--- config.mk ---
export PLATFORM = sky130hd
export DESIGN_NAME = mux_sel_sequencer
export DESIGN_NICKNAME = d
export VERILOG_FILES = /design/src/rtl/mux_sel_sequencer_pkg.sv /design/src/rtl/mux_sel_sequencer_rr_pick4.sv /design/src/rtl/mux_sel_sequencer.sv
export SDC_FILE = /design/constraint.sdc
export NUM_CORES = 1
export LEC_CHECK = 0
export ABC_AREA = 0
export CAP_MARGIN = 20
export CORE_UTILIZATION = 55
export CTS_CLUSTER_DIAMETER = 60
export DETAILED_ROUTE_END_ITERATION = 8
export PLACE_DENSITY = 0.92
export SLEW_MARGIN = 20
export SYNTH_ARGS = -nofsm -noshare
export SYNTH_HDL_FRONTEND = slang
export SYNTH_SLANG_ARGS = --single-unit
--- constraint.sdc ---
create_clock -name clk -period 3.8 [get_ports clk]
set_input_delay 0.76 -clock clk [delete_from_list [all_inputs] [get_ports clk]]
set_output_delay 0.76 -clock clk [all_outputs]
set_load 0.01 [all_outputs]
--- src/rtl/mux_sel_sequencer_pkg.sv ---
// Shared encodings for the mux select sequencer: FSM states, channel codes
// and the helper used to rotate round-robin search candidates.
package mux_sel_sequencer_pkg;

  localparam int NUM_CH = 4;
  localparam int CH_W   = 2;

  typedef enum logic {
    ST_IDLE = 1'b0,
    ST_HOLD = 1'b1
  } state_t;

  typedef logic [CH_W-1:0] ch_t;

  // Channel code {s0,s1} selects mux data input d0..d3.
  localparam ch_t CH_D0 = 2'b00;
  localparam ch_t CH_D1 = 2'b01;
  localparam ch_t CH_D2 = 2'b10;
  localparam ch_t CH_D3 = 2'b11;

  // Channel 'off' positions after 'base', wrapping modulo NUM_CH.
  function automatic ch_t ch_after(input ch_t base, input ch_t off);
    return ch_t'(base + off);
  endfunction

endpackage

--- src/rtl/mux_sel_sequencer_rr_pick4.sv ---
// Combinational round-robin picker: first set request searching from last+1
// through last (mod 4); 'any' flags that some channel is requesting.
module rr_pick4
  import mux_sel_sequencer_pkg::*;
(
  input  logic [NUM_CH-1:0] req,
  input  ch_t               last,
  output ch_t               pick,
  output logic              any
);

  ch_t               cand [NUM_CH];
  logic [NUM_CH-1:0] hit;

  // cand[gi] is the channel examined at search position gi; the last slot
  // wraps back to 'last' itself so a lone requester is always found.
  generate
    for (genvar gi = 0; gi < NUM_CH; gi++) begin : g_cand
      assign cand[gi] = ch_after(last, ch_t'(gi + 1));
      assign hit[gi]  = req[cand[gi]];
    end
  endgenerate

  always_comb begin
    pick = last;
    any  = |req;
    for (int i = NUM_CH - 1; i >= 0; i--) begin
      if (hit[i]) begin
        pick = cand[i];
      end
    end
  end

endmodule

--- src/rtl/mux_sel_sequencer.sv ---
// Round-robin select generator for a 4:1 mux: grants a requesting channel,
// holds registered selects for a latched dwell, and stalls on consumer ready.
module mux_sel_sequencer
  import mux_sel_sequencer_pkg::*;
#(
  parameter int DWELL_W = 4
) (
  input  logic               clk,
  input  logic               rst,
  input  logic               en,
  input  logic [NUM_CH-1:0]  req,
  input  logic [DWELL_W-1:0] dwell,
  input  logic               ready,
  output logic               s0,
  output logic               s1,
  output logic               sel_valid,
  output logic               ch_done
);

  state_t             state_reg, state_next;
  ch_t                ch_reg, ch_next;
  ch_t                last_reg, last_next;
  logic               sel_valid_reg, sel_valid_next;
  logic               ch_done_reg, ch_done_next;
  logic [DWELL_W-1:0] cnt_reg, cnt_next;
  logic [DWELL_W-1:0] dwell_reg, dwell_next;

  logic [DWELL_W-1:0] dwell_eff;
  logic               cnt_end;
  ch_t                pick_last;
  ch_t                pick;
  logic               pick_any;

  assign dwell_eff = (dwell == '0) ? DWELL_W'(1) : dwell;
  // >= rather than == keeps the counter pinned even if it ever overshoots.
  assign cnt_end   = (cnt_reg >= dwell_reg - DWELL_W'(1));

  // While holding, the search starts after the channel being released so a
  // regrant on the same edge already sees the updated last pointer.
  assign pick_last = (state_reg == ST_HOLD) ? ch_reg : last_reg;

  rr_pick4 u_pick (
    .req  (req),
    .last (pick_last),
    .pick (pick),
    .any  (pick_any)
  );

  always_ff @(posedge clk or posedge rst) begin
    if (rst) begin
      state_reg     <= ST_IDLE;
      ch_reg        <= CH_D0;
      last_reg      <= CH_D3;
      sel_valid_reg <= 1'b0;
      ch_done_reg   <= 1'b0;
      cnt_reg       <= '0;
      dwell_reg     <= DWELL_W'(1);
    end else begin
      state_reg     <= state_next;
      ch_reg        <= ch_next;
      last_reg      <= last_next;
      sel_valid_reg <= sel_valid_next;
      ch_done_reg   <= ch_done_next;
      cnt_reg       <= cnt_next;
      dwell_reg     <= dwell_next;
    end
  end

  always_comb begin
    state_next     = state_reg;
    ch_next        = ch_reg;
    last_next      = last_reg;
    sel_valid_next = sel_valid_reg;
    ch_done_next   = 1'b0;
    cnt_next       = cnt_reg;
    dwell_next     = dwell_reg;

    case (state_reg)
      ST_IDLE: begin
        sel_valid_next = 1'b0;
        if (en && pick_any) begin
          ch_next        = pick;
          sel_valid_next = 1'b1;
          cnt_next       = '0;
          dwell_next     = dwell_eff;
          state_next     = ST_HOLD;
        end
      end

      ST_HOLD: begin
        if (!cnt_end) begin
          cnt_next = cnt_reg + DWELL_W'(1);
        end else if (ready) begin
          ch_done_next = 1'b1;
          last_next    = ch_reg;
          if (en && pick_any) begin
            ch_next        = pick;
            sel_valid_next = 1'b1;
            cnt_next       = '0;
            dwell_next     = dwell_eff;
          end else begin
            // Selects keep their last value so the mux output stays put.
            sel_valid_next = 1'b0;
            state_next     = ST_IDLE;
          end
        end
      end

      default: begin
        state_next     = ST_IDLE;
        sel_valid_next = 1'b0;
      end
    endcase
  end

  assign s0        = ch_reg[1];
  assign s1        = ch_reg[0];
  assign sel_valid = sel_valid_reg;
  assign ch_done   = ch_done_reg;

endmodule

; Word-level counts from Yosys, hierarchy flattened
; Cells that the tools add are included.
[totals]
ff_bits = 15
latch_bits = 0
ramBits = 0
rom_bits = 0
in_bits = 12
output_inout_bits = 4
wordCells = 58
mem_count = 0
[op_classes]
add_sub_neg = 5
multipliers = 0
n_div = 0
n_lt_le_gt_ge = 4
eq_ne = 3
shift = 0
n_mux = 33
bitwise_logic = 1
reduce_logical = 5
[op_table]
columns = operator, count
row1 = 4-bit 2-to-1 mux, 7
row2 = 4-bit case mux with 2 select lines, 2
row3 = 2-bit 2-to-1 mux, 7
row4 = 1-bit 2-to-1 mux, 11
row5 = 2-bit by 3-bit < comparator with 1-bit output (second input constant), 3
row6 = 1-bit binary-select mux with 2-bit select, 3
row7 = 2-bit adder (second input constant), 2
row8 = 4-bit by 1-bit adder with 4-bit output (second input constant), 1
row9 = 4-bit >= comparator, 1
row10 = 4-bit zero test, 1
row11 = 1-bit case mux with 2 select lines, 2
row12 = 2-bit case mux with 2 select lines, 1
row13 = 4-bit OR reduction, 1
row14 = 4-bit by 1-bit subtractor with 4-bit output (second input constant), 1
row15 = 3-bit != test (second input constant), 1
row16 = 3-bit AND reduction, 1
row17 = 2-bit by 1-bit adder with 2-bit output (second input constant), 1
row18 = 2-bit by 1-bit != test with 1-bit output (second input constant), 1
row19 = 2-bit != test (second input constant), 1
row20 = 2-bit AND reduction, 1
row21 = 1-bit logical AND, 1
row22 = 1-bit inverter, 1

; Logic depth before layout (Yosys ltp)
; Gate-level depths: netlist (run 1).
[logic_depth]
depth_word = 11
mapped_depth = 9
depth_no_buf = 8

; Modules after synthesis
; A second synthesis (run 1) with hierarchy kept.
[unflattened]
hier_cells = 80
hier_area_um2 = 889.6
[modules_own_cells]
columns = mod, instances, cells_per_inst, area_each_um2, seq_area_each_um2
row1 = mux_sel_sequencer, 1, 66, 807.0, 379.1
row2 = rr_pick4, 1, 14, 82.6, 0.0

; Worst setup path after synthesis (run 1)
; OpenSTA, ideal clock, no wires.
[synth_path]
path_kind = reg2reg
from = register dwell_reg[0]
to = register ch_reg[0]
setup_ps = 125
t_arrival_ps = 2124
required_time_ps = 3675
slack_ps = 1551
path_stages_with_launch = 9
n_path_buf = 1
synth_period_minus_slack_ps = 2249
path_cell_list = dfstp_2 > inv_1 > ha_1 > ha_1 > a211oi_4 > o311ai_2 > nand2b_1 > buf_4 > mux2_2
[synth_via]
elab_chain_len = 4
[synth_lines]
columns = element, line_no
row1 = from (decl), mux_sel_sequencer.sv:26  ; logic [DWELL_W-1:0] dwell_reg, dwell_next;
row2 = from (signal assigned), mux_sel_sequencer.sv:65  ; dwell_reg <= dwell_next;
row3 = 4-bit by 1-bit subtractor with 4-bit output, mux_sel_sequencer.sv:36  ; assign cnt_end = (cnt_reg >= dwell_reg - DWELL_W'(1));
row4 = 4-bit >= comparator, mux_sel_sequencer.sv:36
row5 = 2-bit by 1-bit != test with 1-bit output (no source line), -
row6 = 2-bit AND reduction (no source line), -
row7 = to (signal assigned), mux_sel_sequencer.sv:60  ; ch_reg <= ch_next;
row8 = to (decl), mux_sel_sequencer.sv:21  ; ch_t ch_reg, ch_next;
; Every way passes these cells.
; A chain may end at the register's enable or synchronous reset.

; Worst setup path after layout (run 1)
[layout_path]
from = register dwell_reg[0]
to = register dwell_reg[1]
[layout_via]
elab_chain_len = 4
[layout_lines]
columns = element, line_no
row1 = 4-bit by 1-bit subtractor with 4-bit output, mux_sel_sequencer.sv:36
row2 = 4-bit >= comparator, mux_sel_sequencer.sv:36
row3 = 2-bit by 1-bit != test with 1-bit output (no source line), -
row4 = 2-bit AND reduction (no source line), -
; Every way passes these cells.

==> results of run 1 <==
## critical path, delay by kind of cell, from the launching register on
kind / cells / cell delay (ps)
buffers and inverters: 1 / 60
multiplexers: 1 / 370
adder cells (fa/ha/maj): 2 / 470
AO/OA/AOI/OAI: 2 / 540
flip-flops: 1 / 550
XOR/XNOR: 1 / 120
AND/OR/NAND/NOR: 1 / 280
## area by class of cell
| type | count | area share |
|---|---|---|
| Sequential cell | 15 | 0.347 |
| Multi-Input combinational cell | 60 | 0.450 |
| Inverter | 7 | 0.0240 |
| Timing Repair Buffer | 15 | 0.137 |
| Tap cell | 16 | 0.0183 |
| Clock buffer | 4 | 0.0240 |
## layer usage
layer	vias to the layer above	GRT usage	share of wire
li1	348	-	-
met1	342	0.299	0.46
met2	22	0.345	0.47
met3	4	0.0596	0.056
met4	0	0.106	0.014
met5	-	0	0
## cell usage in the layout, fill, tap and decap left out, drive strengths merged
| cell type | n |
|---|---|
| o31ai | 1 |
| nand4 | 1 |
| a221oi | 1 |
| a21oi | 3 |
| xnor2 | 3 |
| and3 | 1 |
| dfstp | 3 |
| dfrtp | 12 |
| o2111ai | 1 |
| inv | 7 |
| nor2 | 3 |
| o311a | 1 |
| nand3 | 3 |
| mux2i | 1 |
| o211ai | 3 |
| nand2b | 2 |
| o41ai | 1 |
| and2 | 1 |
| clkbuf | 4 |
| mux2 | 7 |
| clkdlybuf4s50 | 15 |
| o21ai | 7 |
| ha | 6 |
| a311oi | 1 |
| o311ai | 2 |
| nand2 | 4 |
| nor2b | 1 |
| nor3 | 4 |
| a211oi | 1 |
| a221o | 1 |
## stage by stage
| step | hold slack (ps) | area [um2] | total power [mW] |
|---|---|---|---|
| 2_1_floorplan | 480 | 916 | 0.818 |
| 3_3_place_gp | 510 | 1070 | 0.935 |
| 3_5_place_dp | 515 | 1070 | 0.959 |
| 4_1_cts | 531 | 1090 | 1.05 |
| 5_1_grt | 579 | 1090 | 1.14 |
| 6_report | 526 | 1090 | 1.05 |
## path summary, 6_finish.rpt
check / to / cells after the start
min: dwell_reg[0] / 2
min reg2reg: dwell_reg[0] / 2
min in group asynchronous: ch_reg[0] / 2
max in group asynchronous: dwell_reg[0] / 2
max reg2reg: dwell_reg[1] / 8
max: dwell_reg[1] / 8
## power by group through the flow
stage	combinational (mW)	sequential, mW	clock [mW]
2_1_floorplan	0.513	0.304	0
3_3_place_gp	0.621	0.315	0
3_5_place_dp	0.640	0.319	0
4_1_cts	0.644	0.317	0.0907
5_1_grt	0.710	0.328	0.101
6_report	0.640	0.317	0.0895
## logic make-up after synthesis
family                   Yosys count  share of synthesized area
multiplexers                       8                      0.101
flip-flops                        15                      0.414
AO/OA/AOI/OAI                     23                      0.209
adder cells (fa/ha/maj)            6                     0.0820
AND/OR/NAND/NOR                   20                      0.116
XOR/XNOR                           3                     0.0287
buffers and inverters              9                     0.0492
==> impl_results.md, run 1 <==
* CP Max Fanout at 8
* Distinct cells, synth at 35
* Layout Nets at 120
* Via Count at 716
* First-pass GRT wire length at 3.04 mm
* CTS max path bufs at 2
* Site row count at 14
* DP Cell Count at 113
* Vias in the first global route at 678
* Initial core utilization at 0.601
* Crit Path Category: reg2reg
* Worst setup margin at 1300 ps
* Clk_lat worst skew at 280 ps
* DR vias/cell at 6.12
* Register area at 379 um2
* Worst r2r src: dwell_reg[0]
* Async set-reset flop share out of synthesis at 1.00
* Final Skew at 7.43 ps
* Leakage at 0.460 nW
* Max-cap viol count at 0
* CTS hold repair buffers at 0
* Ports at 16
* Post-synth design cell area at 916 um2
* FF-to-FF setup slack at 1300 ps
* Post-CTS resize count at 0
* Largest net degree at the start of global routing at 16
* Outcome: completed
* Total CTS buffers at 3
* DRT antenna net count at 0
* Cells after synthesis at 84
* Clk pin slew, worst setup/hold paths at 80 ps
* # setup viols final at 0
* Crit-path slowest cell: dfstp_2
* DP Worst Slack at 1110 ps
* Hold Vio Cnt, Final at 0
* Post-Route Setup TNS at 0 ps
* Max-slew violations at 0
* Postcts setup bufs at 0
* Clock Power Share at 0.086
* Worst Path Required at 3960 ps
* I/O Buffers at 15
* Post-Syn Nets at 102
* Cell Int Power at 0.601 mW
* Finished Layout Cells at 117
* Share of power burned in registers at 0.303
* Synthesis warning total at 0
* Pre-antenna DRT Iters at 4
* F_max at 0.400 GHz
* CTS tree: yes
* DR iter-0 viols at 6
* Sw frac at 0.425
* Remaining global-route overflow at 0
* Clk sinks at 15
* Hold crit path type: reg2reg
* Pwr/cell area at 957 nW/um2
* Crit path from: dwell_reg[0]
* CP cell instances: inv_1 -> ha_1 -> xnor2_1 -> ha_1 -> o21ai_1 -> o311ai_2 -> nand2b_1 -> mux2_2
* DIE AREA at 1830 um2
* Worst-margin pin slew at 568 ps
* Mean post-synth cell area at 10.9 um2
* Top FF cell, synth: dfrtp_1
* Layout cell share with drive strength beyond 1 at 0.178
* Initial antenna violation count at 0
* Slew headroom at 0.617
* Seq/Total Area, Yosys at 0.414
* RSZ-0062 raised after global routing: false
* Synth area leaders: dfrtp_1, dfstp_2, ha_1
* Slowest stage delay, CP at 550 ps
* DIE WIDTH at 42.8 um
* WL/cell at 14.4 um
* Setup crit start kind: register
* Cell taking the most area after synthesis: dfrtp_1
* Crit share post-route at 0.658
* Area occupied by multi-input gates at 492 um2
* Yosys reg bits at 15
* Number of synthesized flops with an enable pin at 0
* Final Routed Wirelength at 1.68 mm
* Die Ht at 42.8 um
* Root Buffer: clkbuf_4
* Count leader, synth: dfrtp_1
* H-tree depth at 1
* Crit path arrival time at 2670 ps
* Logic pwr share at 0.612
* Net Switching at 0.445 mW
* GP Congestion at 0.849
* Area share of the largest cell type after synthesis at 0.328
* Synth-to-layout area growth at 19.4%
* GRT Overall Usage at 0.227
* Crit end category: register
* Peak supply drop at 0.585 mV
* Min-Delay Startpoint: dwell_reg[0]
* Fin util at 0.718
* Fillers at 116
* DP HPWL at 1.33 mm
* Diode count at 0
* Period minus WS final at 2500 ps
* Core Area at 1520 um2
* Synth cell count leaders: dfrtp_1, inv_1, ha_1, mux2_2
* Crit-path most repeated cell: ha_1
* # DRC at 0
Note: power is estimated with default switching activity, not from simulation.
==> inputs of run 2 (changes only) <==
--- a/config.mk
+++ b/config.mk
@@ -7,10 +7,10 @@
 export LEC_CHECK = 0
 export ABC_AREA = 0
 export CAP_MARGIN = 20
-export CORE_UTILIZATION = 55
+export CORE_UTILIZATION = 46
 export CTS_CLUSTER_DIAMETER = 60
 export DETAILED_ROUTE_END_ITERATION = 8
-export PLACE_DENSITY = 0.92
+export PLACE_DENSITY = 0.83
 export SLEW_MARGIN = 20
 export SYNTH_ARGS = -nofsm -noshare
 export SYNTH_HDL_FRONTEND = slang
==> constraint.sdc (replaced) <==
create_clock -name clk -period 2.3 [get_ports clk]
set_input_delay 0.46 -clock clk [delete_from_list [all_inputs] [get_ports clk]]
set_output_delay 0.46 -clock clk [all_outputs]
set_load 0.01 [all_outputs]
==> run 2 against run 1 <==
Combinational power rose to 2.6 times the previous value. Design area up 17%. Utilization down 0.78 points. Setup slack worse by 1200 ps. Sequential power up 70%. Sequential share of layout area down 5.0 points. Non-clock buffer count up 8. Via count up 3.6%. Sequential cell count unchanged. Highest routed layer unchanged.
==> impl_results.md, run 2 (same netlist as run 1, synthesis figures left out) <==
* Outcome: completed
* Register area at 379 um2
* Site row count at 15
* Diode count at 0
* Vias in the first global route at 717
* Largest net degree at the start of global routing at 16
* DR vias/cell at 5.54
* Crit path arrival time at 2400 ps
* Peak supply drop at 1.01 mV
* Worst-margin pin slew at 547 ps
* Area occupied by multi-input gates at 601 um2
* Fillers at 136
* Hold Vio Cnt, Final at 0
* CP Max Fanout at 4
* I/O Buffers at 15
* Layout cell share with drive strength beyond 1 at 0.339
* Fin util at 0.710
* DP HPWL at 1.38 mm
* Clk_lat worst skew at 280 ps
* Hold crit path type: in2async
* Layout Nets at 128
* Pre-antenna DRT Iters at 4
* Most frequent cells in the layout: clkdlybuf4s50_1, dfrtp_1, buf_4
* Worst hold slack at 508 ps
* Post-Route Setup TNS at 0 ps
* Crit share post-route at 0.975
* Worst setup margin at 58.0 ps
* Crit end category: register
* GP Congestion at 0.837
* Clk pin slew, worst setup/hold paths at 90 ps
* CTS tree: yes
* Total CTS buffers at 3
* First-pass GRT wire length at 3.03 mm
* Period minus WS final at 2240 ps
* Die Ht at 46.6 um
* Final Routed Wirelength at 1.92 mm
* Remaining global-route overflow at 0
* F_max at 0.446 GHz
* Setup crit start kind: register
* Final instance area at 1280 um2
* Ports at 16
* Commonest non-fill, non-tap cell in the layout: clkdlybuf4s50_1
* DRT antenna net count at 0
* Final Skew at 8.95 ps
* Clk sinks at 15
* Power Total at 2.35 mW
* DIE WIDTH at 46.6 um
* DP Worst Slack at -45.0 ps
* Initial antenna violation count at 0
* Via Count at 742
* DIE AREA at 2170 um2
* RSZ-0062 raised after global routing: true
* H-tree depth at 1
* Worst Path Required at 2460 ps
* Max-slew violations at 0
* Slew headroom at 0.635
* DR iter-0 viols at 13
* Synth-to-layout area growth at 39.6%
* Core Area at 1800 um2
* GRT Overall Usage at 0.201
* DP Cell Count at 127
* Max-cap viol count at 0
* CTS hold repair buffers at 0
* WL/cell at 14.3 um
* # setup viols final at 0
* Finished Layout Cells at 134
* Pwr/cell area at 1830 nW/um2
* Crit Path Category: reg2reg
* Leakage at 0.541 nW
* Initial core utilization at 0.508
* Root Buffer: clkbuf_4
* DP Area at 1120 um2
* # DRC at 0
* CTS max path bufs at 2
-- run 2: cell types whose count changed in the layout (fill, tap and decap cells not counted), moves of 3 or more --
| cell | previous run | this run |
|---|---|---|
| ha_4 | 0 | 3 |
| mux2_2 | 6 | 3 |
| buf_4 | 0 | 7 |
| mux2_4 | 1 | 4 |
| ha_1 | 6 | 3 |
-- run 2: critical path, cell delays in order (launching register included) --
cell	delay [ps]
dfstp_2	560
inv_2	50
ha_4	170
xnor2_4	130
ha_4	180
a211oi_4	290
buf_6	160
o211ai_1	170
o311ai_0	400
-- run 2: path summary, 6_finish.rpt --
path / start / end / slack, ps / cells past startpoint
min reg2reg: dwell_reg[0] / dwell_reg[0] / 530 / 2
max in group asynchronous: rst / last_reg[1] / 1410 / 2
max reg2reg: dwell_reg[0] / cnt_reg[3] / 60 / 8
max: dwell_reg[0] / cnt_reg[3] / 60 / 8
min in group clk: dwell_reg[0] / dwell_reg[0] / 530 / 2
min: rst / sel_valid / 510 / 2
-- run 2: routing by layer --
| layer | routed length, um | GRT usage | vias up |
|---|---|---|---|
| li1 | - | - | 365 |
| met1 | 854 | 0.238 | 352 |
| met2 | 949 | 0.328 | 23 |
| met3 | 103 | 0.0784 | 2 |
| met4 | 11 | 0.0743 | 0 |
| met5 | 0 | 0 | - |
-- run 2: repair_timing --
item,in CTS,in global routing
buffers inserted,1,2
gates resized for setup,6,14
pin swaps,3,5
endpoints found under the setup margin,5,10
-- run 2: where the power goes --
part           switching, mW  internal [mW]
Sequential             0.127          0.412
Combinational          0.736          0.923
Clock                 0.0833         0.0646
-- run 2: area by class of cell --
cell class	count	area share
clock buffer	3	0.0176
clock inverter	1	0.00391
inverter	7	0.0205
multi-input combinational	60	0.470
sequential	15	0.296
tap	25	0.0245
timing repair buffer	23	0.167
